==> config.mk <==
export PLATFORM = sky130hd
export DESIGN_NAME = serial_frame_decoder
export DESIGN_NICKNAME = d
export VERILOG_FILES = /design/src/rtl/serial_frame_pkg.sv /design/src/rtl/serial_frame_decoder_byte_fifo.sv /design/src/rtl/serial_frame_decoder.sv
export SDC_FILE = /design/constraint.sdc
export NUM_CORES = 1
export LEC_CHECK = 0
export CORE_MARGIN = 4
export CORE_UTILIZATION = 30
export DETAILED_ROUTE_END_ITERATION = 8
export GPL_ROUTABILITY_DRIVEN = 0
export PLACE_DENSITY = 0.58
export RECOVER_POWER = 50
export SLEW_MARGIN = 20
export SYNTH_ARGS = -nofsm -noshare
export SYNTH_HDL_FRONTEND = slang
export SYNTH_SLANG_ARGS = --single-unit
==> constraint.sdc <==
create_clock -name clk -period 2 [get_ports clk]
set_input_delay 0.3 -clock clk [delete_from_list [all_inputs] [get_ports clk]]
set_output_delay 0.3 -clock clk [all_outputs]
set_load 0.02 [all_outputs]
==> src/rtl/serial_frame_pkg.sv <==
// Shared definitions for the serial frame decoder: frame geometry,
// bit positions inside the 11-bit window, FSM state type and a byte
// bit-reversal helper.
package serial_frame_pkg;

  localparam int FRAME_W      = 11;
  localparam int START_IDX    = 10;
  localparam int DATA_MSB_IDX = 9;
  localparam int DATA_LSB_IDX = 2;
  localparam int PAR_IDX      = 1;
  localparam int STOP_IDX     = 0;

  typedef enum logic [1:0] {
    HUNT    = 2'd0,
    COLLECT = 2'd1,
    CHECK   = 2'd2
  } dec_state_t;

  // The window holds d0 at the highest data index, so the byte comes out mirrored.
  function automatic logic [7:0] reverse8(input logic [7:0] v);
    logic [7:0] r;
    for (int i = 0; i < 8; i++) begin
      r[i] = v[7 - i];
    end
    return r;
  endfunction

endpackage

==> src/rtl/serial_frame_decoder_byte_fifo.sv <==
// Small synchronous FIFO holding decoded bytes. A pop on a full FIFO
// frees the slot in the same cycle, so a simultaneous push is accepted.
// Pops on an empty FIFO and pushes on a full FIFO without a pop are ignored.
module byte_fifo #(
  parameter int DEPTH = 4,
  parameter int WIDTH = 8
) (
  input  logic             clk,
  input  logic             reset,
  input  logic             push,
  input  logic [WIDTH-1:0] din,
  input  logic             pop,
  output logic [WIDTH-1:0] dout,
  output logic             full,
  output logic             empty
);

  localparam int AW = $clog2(DEPTH);
  localparam logic [AW:0] FULL_CNT = (AW + 1)'(DEPTH);

  logic [WIDTH-1:0] mem [DEPTH];
  logic [AW-1:0]    wr_ptr;
  logic [AW-1:0]    rd_ptr;
  logic [AW:0]      count;
  logic             pop_ok;
  logic             push_ok;

  assign empty   = (count == '0);
  assign full    = (count == FULL_CNT);
  assign pop_ok  = pop && !empty;
  assign push_ok = push && (!full || pop_ok);
  assign dout    = mem[rd_ptr];

  // Storage, pointers and occupancy; pointers wrap naturally because DEPTH is a power of 2.
  always_ff @(posedge clk) begin
    if (reset) begin
      wr_ptr <= '0;
      rd_ptr <= '0;
      count  <= '0;
      for (int i = 0; i < DEPTH; i++) begin
        mem[i] <= '0;
      end
    end else begin
      if (push_ok) begin
        mem[wr_ptr] <= din;
        wr_ptr      <= wr_ptr + 1'b1;
      end
      if (pop_ok) begin
        rd_ptr <= rd_ptr + 1'b1;
      end
      case ({push_ok, pop_ok})
        2'b10:   count <= count + 1'b1;
        2'b01:   count <= count - 1'b1;
        default: count <= count;
      endcase
    end
  end

endmodule

==> src/rtl/serial_frame_decoder.sv <==
// Serial frame decoder: watches the 11-bit shift-register window, finds
// start bits, waits for a full frame, validates it and buffers good bytes.
// Optional feature macro: PARITY_CHECK_EN. When defined, window bit 1 is a
// parity bit checked against ODD_PARITY; when undefined, it is a second stop bit.
module serial_frame_decoder #(
  parameter int FRAME_W    = 11,
  parameter int FIFO_DEPTH = 4,
  parameter int ODD_PARITY = 0,
  parameter int ERR_CNT_W  = 8
) (
  input  logic                 clk,
  input  logic                 reset,
  input  logic                 bit_strobe,
  input  logic [FRAME_W-1:0]   frame_in,
  output logic [7:0]           out_data,
  output logic                 out_valid,
  input  logic                 out_ready,
  output logic [ERR_CNT_W-1:0] frame_err,
  output logic [ERR_CNT_W-1:0] parity_err,
  output logic                 overflow
);

  import serial_frame_pkg::*;

  if (FRAME_W != 11) begin : g_bad_frame_w
    $error("serial_frame_decoder: FRAME_W must be 11");
  end
  if (FIFO_DEPTH < 2 || (FIFO_DEPTH & (FIFO_DEPTH - 1)) != 0) begin : g_bad_depth
    $error("serial_frame_decoder: FIFO_DEPTH must be a power of 2 and at least 2");
  end

  dec_state_t         state;
  logic [3:0]         bit_cnt;
  logic [FRAME_W-1:0] frame_q;
  logic               framing_bad;
  logic               par_bad;
  logic               push_req;
  logic               pop;
  logic               fifo_full;
  logic               fifo_empty;
  logic [7:0]         push_byte;

`ifdef PARITY_CHECK_EN
  assign framing_bad = frame_q[START_IDX] || !frame_q[STOP_IDX];
  assign par_bad     = (^frame_q[DATA_MSB_IDX:PAR_IDX]) != ODD_PARITY[0];
`else
  assign framing_bad = frame_q[START_IDX] || !frame_q[STOP_IDX] || !frame_q[PAR_IDX];
  assign par_bad     = 1'b0;
`endif

  assign push_req  = (state == CHECK) && !framing_bad && !par_bad;
  assign push_byte = reverse8(frame_q[DATA_MSB_IDX:DATA_LSB_IDX]);
  assign out_valid = !fifo_empty;
  assign pop       = out_valid && out_ready;

  byte_fifo #(
    .DEPTH (FIFO_DEPTH),
    .WIDTH (8)
  ) u_fifo (
    .clk   (clk),
    .reset (reset),
    .push  (push_req),
    .din   (push_byte),
    .pop   (pop),
    .dout  (out_data),
    .full  (fifo_full),
    .empty (fifo_empty)
  );

  // Frame tracking FSM plus frame error counter and sticky overflow flag.
  always_ff @(posedge clk) begin
    if (reset) begin
      state     <= HUNT;
      bit_cnt   <= '0;
      frame_q   <= '0;
      frame_err <= '0;
      overflow  <= 1'b0;
    end else begin
      case (state)
        HUNT: begin
          if (bit_strobe && !frame_in[STOP_IDX]) begin
            state   <= COLLECT;
            bit_cnt <= 4'd1;
          end
        end
        COLLECT: begin
          if (bit_strobe) begin
            if (bit_cnt == 4'd10) begin
              state   <= CHECK;
              bit_cnt <= 4'd11;
              frame_q <= frame_in;
            end else begin
              bit_cnt <= bit_cnt + 4'd1;
            end
          end
        end
        CHECK: begin
          state   <= HUNT;
          bit_cnt <= '0;
          if (framing_bad && (frame_err != '1)) begin
            frame_err <= frame_err + 1'b1;
          end
          if (push_req && fifo_full && !pop) begin
            overflow <= 1'b1;
          end
        end
        default: begin
          state   <= HUNT;
          bit_cnt <= '0;
        end
      endcase
    end
  end

`ifdef PARITY_CHECK_EN
  logic [ERR_CNT_W-1:0] parity_cnt;

  // Saturating count of frames whose framing was fine but parity failed.
  always_ff @(posedge clk) begin
    if (reset) begin
      parity_cnt <= '0;
    end else if (state == CHECK && !framing_bad && par_bad && (parity_cnt != '1)) begin
      parity_cnt <= parity_cnt + 1'b1;
    end
  end

  assign parity_err = parity_cnt;
`else
  logic unused_odd_parity;
  assign unused_odd_parity = ODD_PARITY[0];
  assign parity_err        = '0;
`endif

endmodule

==> results of run 1 <==
-- area by class of cell --
type	instances	area, sq um
Tap cell	136	170
Clock inverter	5	26.3
Timing Repair Buffer	48	432
Sequential cell	67	1660
Inverter	7	26.3
Fill cell	1044	6420
Clock buffer	11	151
Multi-Input combinational cell	188	1380
-- worst reg2reg max path, delay by kind of cell (launching register included) --
kind	cells	cell delay (ns)
AND/OR/NAND/NOR	3	0.81
AO/OA/AOI/OAI	1	0.13
adder cells (fa/ha/maj)	1	0.43
flip-flops	1	0.48
-- state kept, by name, summed over array words and instances, names as in the netlist, 2 cells and up, named ones only --
name           cells
u_fifo.mem        32
bit_cnt            4
u_fifo.rd_ptr      2
state              2
frame_q           11
u_fifo.wr_ptr      2
u_fifo.count       3
frame_err          8
-- how the worst max path moves through the flow --
stage / start / to / slack [ns] / cells past startpoint
2_1_floorplan: state[0]$_SDFFE_PP0P_ / u_fifo.count[2]$_SDFFE_PP0P_ / 0.05 / 7
3_3_place_gp: out_ready / u_fifo.mem[0][6]$_SDFFCE_PN0P_ / -0.15 / 5
3_5_place_dp: out_ready / u_fifo.mem[0][3]$_SDFFCE_PN0P_ / -0.24 / 5
4_1_cts: register / out_data[7] / 0.003 / 3
5_1_grt: frame_q[1]$_SDFFE_PP0P_ / u_fifo.count[2]$_SDFFE_PP0P_ / -0.02 / 6
6_report: register / out_data[1] / 0.07 / 3
-- layer usage --
layer	wire, microns	share of wire (%)	GRT usage, %
met3	274	4.2	4.05
met1	3080	47	14.1
met2	3080	47	18.1
met5	0	0	0
met4	66	1.0	3.37
-- placed cells by master (no fill, tap or decap), types with 5 or more instances in the layout --
cell and n:
dfxtp_1 34, and2_1 32, edfxtp_1 32, nor2_1 24
clkdlybuf4s50_1 23, a21oi_1 15, buf_4 12, clkbuf_8 11
o21ai_0 9, mux2i_1 9, mux4_2 8, nand3_1 8
conb_1 8, inv_1 7, nand2_1 7, or4_1 7
clkbuf_2 5
-- kinds of logic after synthesis --
kind of cell / count (synthesis) / share of synthesized area, %
other: 1 / 0.119
and+or+nand+nor: 110 / 21.0
muxes: 18 / 8.94
DFF: 67 / 52.8
xor gates and xnor gates: 5 / 1.39
buffers and inverters: 28 / 4.89
AOI/OAI and AO/OA: 43 / 9.06
adders and majority gates: 4 / 1.83
-- stage by stage --
stage | utilization [%] | hold slack [ns]
detailed placement | 35.9 | 0.480
global placement | 35.9 | 0.480
CTS | 37.5 | 0.498
floorplan | - | 0.407
finish | 37.5 | 0.495
global route | 37.5 | 0.531
-- where the power goes --
group | switching (mW) | internal (mW) | leakage (nW)
Combinational | 0.0779 | 0.0556 | 0.721
Sequential | 0.0112 | 1.47 | 0.591
Clock | 0.502 | 0.509 | 0.0992
Total | 0.591 | 2.03 | 1.41
-- timing repair --
action                                 4_1_cts  5_1_grt
setup endpoints to repair                    9       17
pin swaps                                    0        1
endpoints found under the hold margin        0        0
resized for setup                           13       13
==> results.yml, run 1 <==
logic_synthesis:
  synth_area_leaders: "edfxtp_1, dfxtp_1, and2_1"
  yosysWarnings: 0
  yosys-top-cells-count: "dfxtp_1, and2_1, edfxtp_1, nor2_1, a21oi_1"
  yosysUniqueCellTypes: 49
  synth_edf_count: 32
  synth_seq_cells: 67
  synthArstFlopShare_pct: 0
  ys.flop_type: "dfxtp_1"
  ys_seq_area_share_pct: 52.8
  postSynthCellCount: 276
  yosys.area.top_type_share_pct: 30.5
  synth_most_common_cell: "dfxtp_1"
  avgSynthCellArea_sq_um: 11.4
  syn_area_sq_um: 3150
  yosysTopAreaCell: "edfxtp_1"
clocking:
  cts_tree: "yes"
  clk_pin_slew_worst_paths_ns: 0.07
  cts_buffers: 9
  post-cts-setup-buffers: 0
  cts_hold_buf: 0
  htree_levels: 3
  clkLatencyLatePin_ns: 0.34
  clock-sinks: 67
  cts_buffer_depth: 2
  cts-root-buf: "clkbuf_8"
timing:
  rsz0062_at_grt: "yes"
  setup_viol: 0
  timing.fmax_mhz: 517
  slew_viol_final: 0
  setup_slack_ns: 0.0671
  finalCritPeriodShare_pct: 96.6
  finalHoldViolCount: 0
  tns_ns: 0
  fin_skew_ns: 0.0108
  period_minus_slack_ns: 1.93
setup_path:
  cp-start-kind: "register"
  worst-r2r-cell-count: 5
  cp.required_ns: 1.70
  worstPathCellList: "buf_12 > mux4_2 > clkdlybuf4s15_1"
  cp-end-kind: "primary output"
  rr_endpoint: "u_fifo.count[2]$_SDFFE_PP0P_"
  cp_top_family: "multiplexers"
  crit_arrival_ns: 1.63
  reg2reg_from: "u_fifo.count[1]$_SDFFE_PP0P_"
  path_buf_inv: 2
  cp_max_fo: 8
  slowest_stage: "mux4_2"
  rrSetupSlack_ns: 0.08
  crit_type: "reg -> out"
  slowest_delay_ns: 0.49
floorplanning:
  fp.dieH_microns: 110
  dieArea_sq_um: 12200
  core_area_sq_um: 10300
  fp.dieW_microns: 110
  rows: 37
  initial_core_util_pct: 30.6
  pin_count: 41
placed_design:
  dp_hpwl_mm: 4.43
  portBuffers: 32
  dp_slack_ns: -0.240
  place_inst: 446
  placed_area_sq_um: 3690
global_routing:
  grt_max_degree: 40
  antenna_found_initial: 0
  grt_pass1_wl_mm: 11.0
  grt_usage_pct: 11.2
  first_global_vias: 2199
  overflow: 0
route:
  wl_mm: 6.50
  vias: 2156
  drt_iter0_drc: 85
  wl_per_cell_microns: 14.1
  ant_nets: 0
  routed_via_density: 4.67
  dr.pass1.iters: 4
  drc: 0
power:
  p_total_mw: 2.62
  p_per_area_nw_per_um2: 681
  peakVddDrop_mv: 0.286
  p_leak_nw: 1.41
finish:
  drive_gt1_share_pct: 17.8
  fin_nets: 340
  diodes: 0
  syn_to_final_growth_pct: 22.3
  stdcell_count: 462
  final_cell_area_sq_um: 3850
min_path:
  holdCritStartpoint: "frame_q[10]$_SDFFE_PP0P_"
  hp-class: "reg -> reg"
  whs_path_depth: 2
  holdPathEnd: "frame_q[10]$_SDFFE_PP0P_"
flow_run:
  max-cap-violations: 0
status:
  status: "finished, final reports clean"
Note: power is estimated with default switching activity, not from simulation.
==> run 2: changes to the inputs <==
==> constraint.sdc (replaced) <==
create_clock -name clk -period 1.7 [get_ports clk]
set_input_delay 0.255 -clock clk [delete_from_list [all_inputs] [get_ports clk]]
set_output_delay 0.255 -clock clk [all_outputs]
set_load 0.02 [all_outputs]
==> run 2 against run 1 <==
Compared with the run above:
- the flow now finishes with violations (negative setup slack)
- critical path depth rose by 3
- cell count grew 5.4%
- clock-buffer cell count grew 2
- highest routed layer unchanged
==> results.yml, run 2 (same netlist as run 1, synthesis figures left out) <==
route:
  ant_nets: 0
  drc: 0
  vias: 2270
  dr.pass1.iters: 4
  routed_via_density: 4.66
  wl_mm: 6.90
  drt_iter0_drc: 76
  wl_per_cell_microns: 14.2
global_routing:
  grt_pass1_wl_mm: 11.3
  grt_max_degree: 40
  overflow: 0
  use_met1_pct: 14.9
  antenna_found_initial: 0
  grt_busiest_layer: "met2"
  first_global_vias: 2298
  met3_usage_pct: 4.22
  grt_usage_pct: 11.6
  use_met2_pct: 18.2
timing:
  setup_viol: 18
  tightest_slew_ns: 0.544
  fin_skew_ns: 0.0128
  rsz0062_at_grt: "yes"
  finalCritPeriodShare_pct: 106
  setup_slack_ns: -0.0976
  finalHoldViolCount: 0
  slew_viol_final: 0
  holdWs_ns: 0.489
  period_minus_slack_ns: 1.80
  slew_headroom_pct: 63.6
  timing.fmax_mhz: 556
finish:
  top_register: "u_fifo.mem"
  top_regs: "u_fifo.mem: 32 flops, frame_q: 11 flops, frame_err: 8 flops"
  drive_gt1_share_pct: 25.9
  layout_commonest_cell: "edfxtp_1"
  multi_input_area_sq_um: 1390
  final_cell_mix: "edfxtp_1, and2_1, dfxtp_1"
  largest_reg_flops: 32
  n_fill_cell: 1025
  stdcell_count: 487
  diodes: 0
  syn_to_final_growth_pct: 28.5
  regArea_sq_um: 1670
  fin_nets: 365
  utilization_pct: 39.4
flow_run:
  max-cap-violations: 0
placed_design:
  dp_slack_ns: -0.383
  place_inst: 469
  dp_hpwl_mm: 4.74
  portBuffers: 32
setup_path:
  cp.required_ns: 1.96
  worst-r2r-cell-count: 6
  reg2reg_from: "frame_q[0]$_SDFFE_PP0P_"
  crit_arrival_ns: 2.06
  rr_endpoint: "u_fifo.count[2]$_SDFFE_PP0P_"
  cp-startpoint: "frame_q[0]$_SDFFE_PP0P_"
  cp-start-kind: "register"
  rrSetupSlack_ns: -0.1
  critPathCapture: "u_fifo.count[2]$_SDFFE_PP0P_"
  crit_type: "reg -> reg"
  cp_max_fo: 4
  cp-end-kind: "register"
clocking:
  cts_tree: "yes"
  clkLatencyLatePin_ns: 0.34
  htree_levels: 3
  clock-sinks: 67
  cts_hold_buf: 0
  cts-root-buf: "clkbuf_8"
  cts_buffer_depth: 2
  clk_pin_slew_worst_paths_ns: 0.07
  cts_buffers: 9
floorplanning:
  core_area_sq_um: 10300
  fp.dieH_microns: 110
  pin_count: 41
  dieArea_sq_um: 12200
  initial_core_util_pct: 30.6
  rows: 37
  fp.dieW_microns: 110
status:
  violations: "negative setup slack"
  status: "finished with violations"
min_path:
  hp-class: "reg -> reg"
power:
  p_per_area_nw_per_um2: 754
  p_leak_nw: 1.47
  peakVddDrop_mv: 0.321
## run 2: cell types whose count changed in the layout (fill, tap and decap cells not counted), sizes merged
cell and delta:
buf +27, clkbuf +9, clkdlybuf4s50 -5, clkdlybuf4s15 -3
clkinv -1, dlygate4sd2 -1, inv -1
## run 2: metrics by stage
stage	power [mW]	instance area (sq um)	setup TNS, ns
after floorplan	1.87	3190	-0.131
after global placement	1.95	3880	-15.97
after detailed placement	1.96	3880	-17.57
after CTS	3.11	4120	-0.671
after global routing	3.18	4050	-4.21
final	3.05	4050	-0.563
## run 2: critical path, stage by stage (launching register included)
cell and delay [ns]:
dfxtp_2 0.34, and3b_2 0.23, nand2_2 0.09, nand3_2 0.08
fa_2 0.38, or4_1 0.48, a31oi_1 0.13
## run 2: where the power goes
group	total, mW	switching [mW]	internal [mW]
logic	0.187	0.0987	0.0883
clock network	1.13	0.563	0.564
registers	1.74	0.0122	1.73
## run 2: per-layer routing
layer  wire length (microns)  part of all wire (%)
met2                    3280                    48
met1                    3230                    47
met4                      73                   1.1
met3                     318                   4.6
met5                       0                     0
## run 2: timing repair
item                                    in CTS  in global routing
resized for setup                           63                 10
endpoints found under the setup margin      37                 57
pin swaps                                    1                  1
buffers inserted                             2                  0
## run 2: worst min-delay path by stage
stage	startpoint	end	cells after the start	slack [ns]
after floorplan	bit_strobe	state[0]$_SDFFE_PP0P_	1	0.35
after global placement	bit_cnt[3]$_SDFFE_PP0P_	bit_cnt[3]$_SDFFE_PP0P_	2	0.48
after detailed placement	overflow$_SDFFE_PP0P_	overflow$_SDFFE_PP0P_	2	0.49
after CTS	frame_in[1]	frame_q[1]$_SDFFE_PP0P_	3	0.47
after global routing	frame_in[1]	frame_q[1]$_SDFFE_PP0P_	3	0.49
final	frame_q[10]$_SDFFE_PP0P_	frame_q[10]$_SDFFE_PP0P_	2	0.49
## run 2: layout make-up
class / instances / share of cell area, %
multi-input cells: 188 / 34.4
inverters: 7 / 0.649
flip-flops and latches: 67 / 41.2
repair buffers: 73 / 15.4
clock buffers: 13 / 3.68
well taps: 136 / 4.21
clock inverters: 3 / 0.371
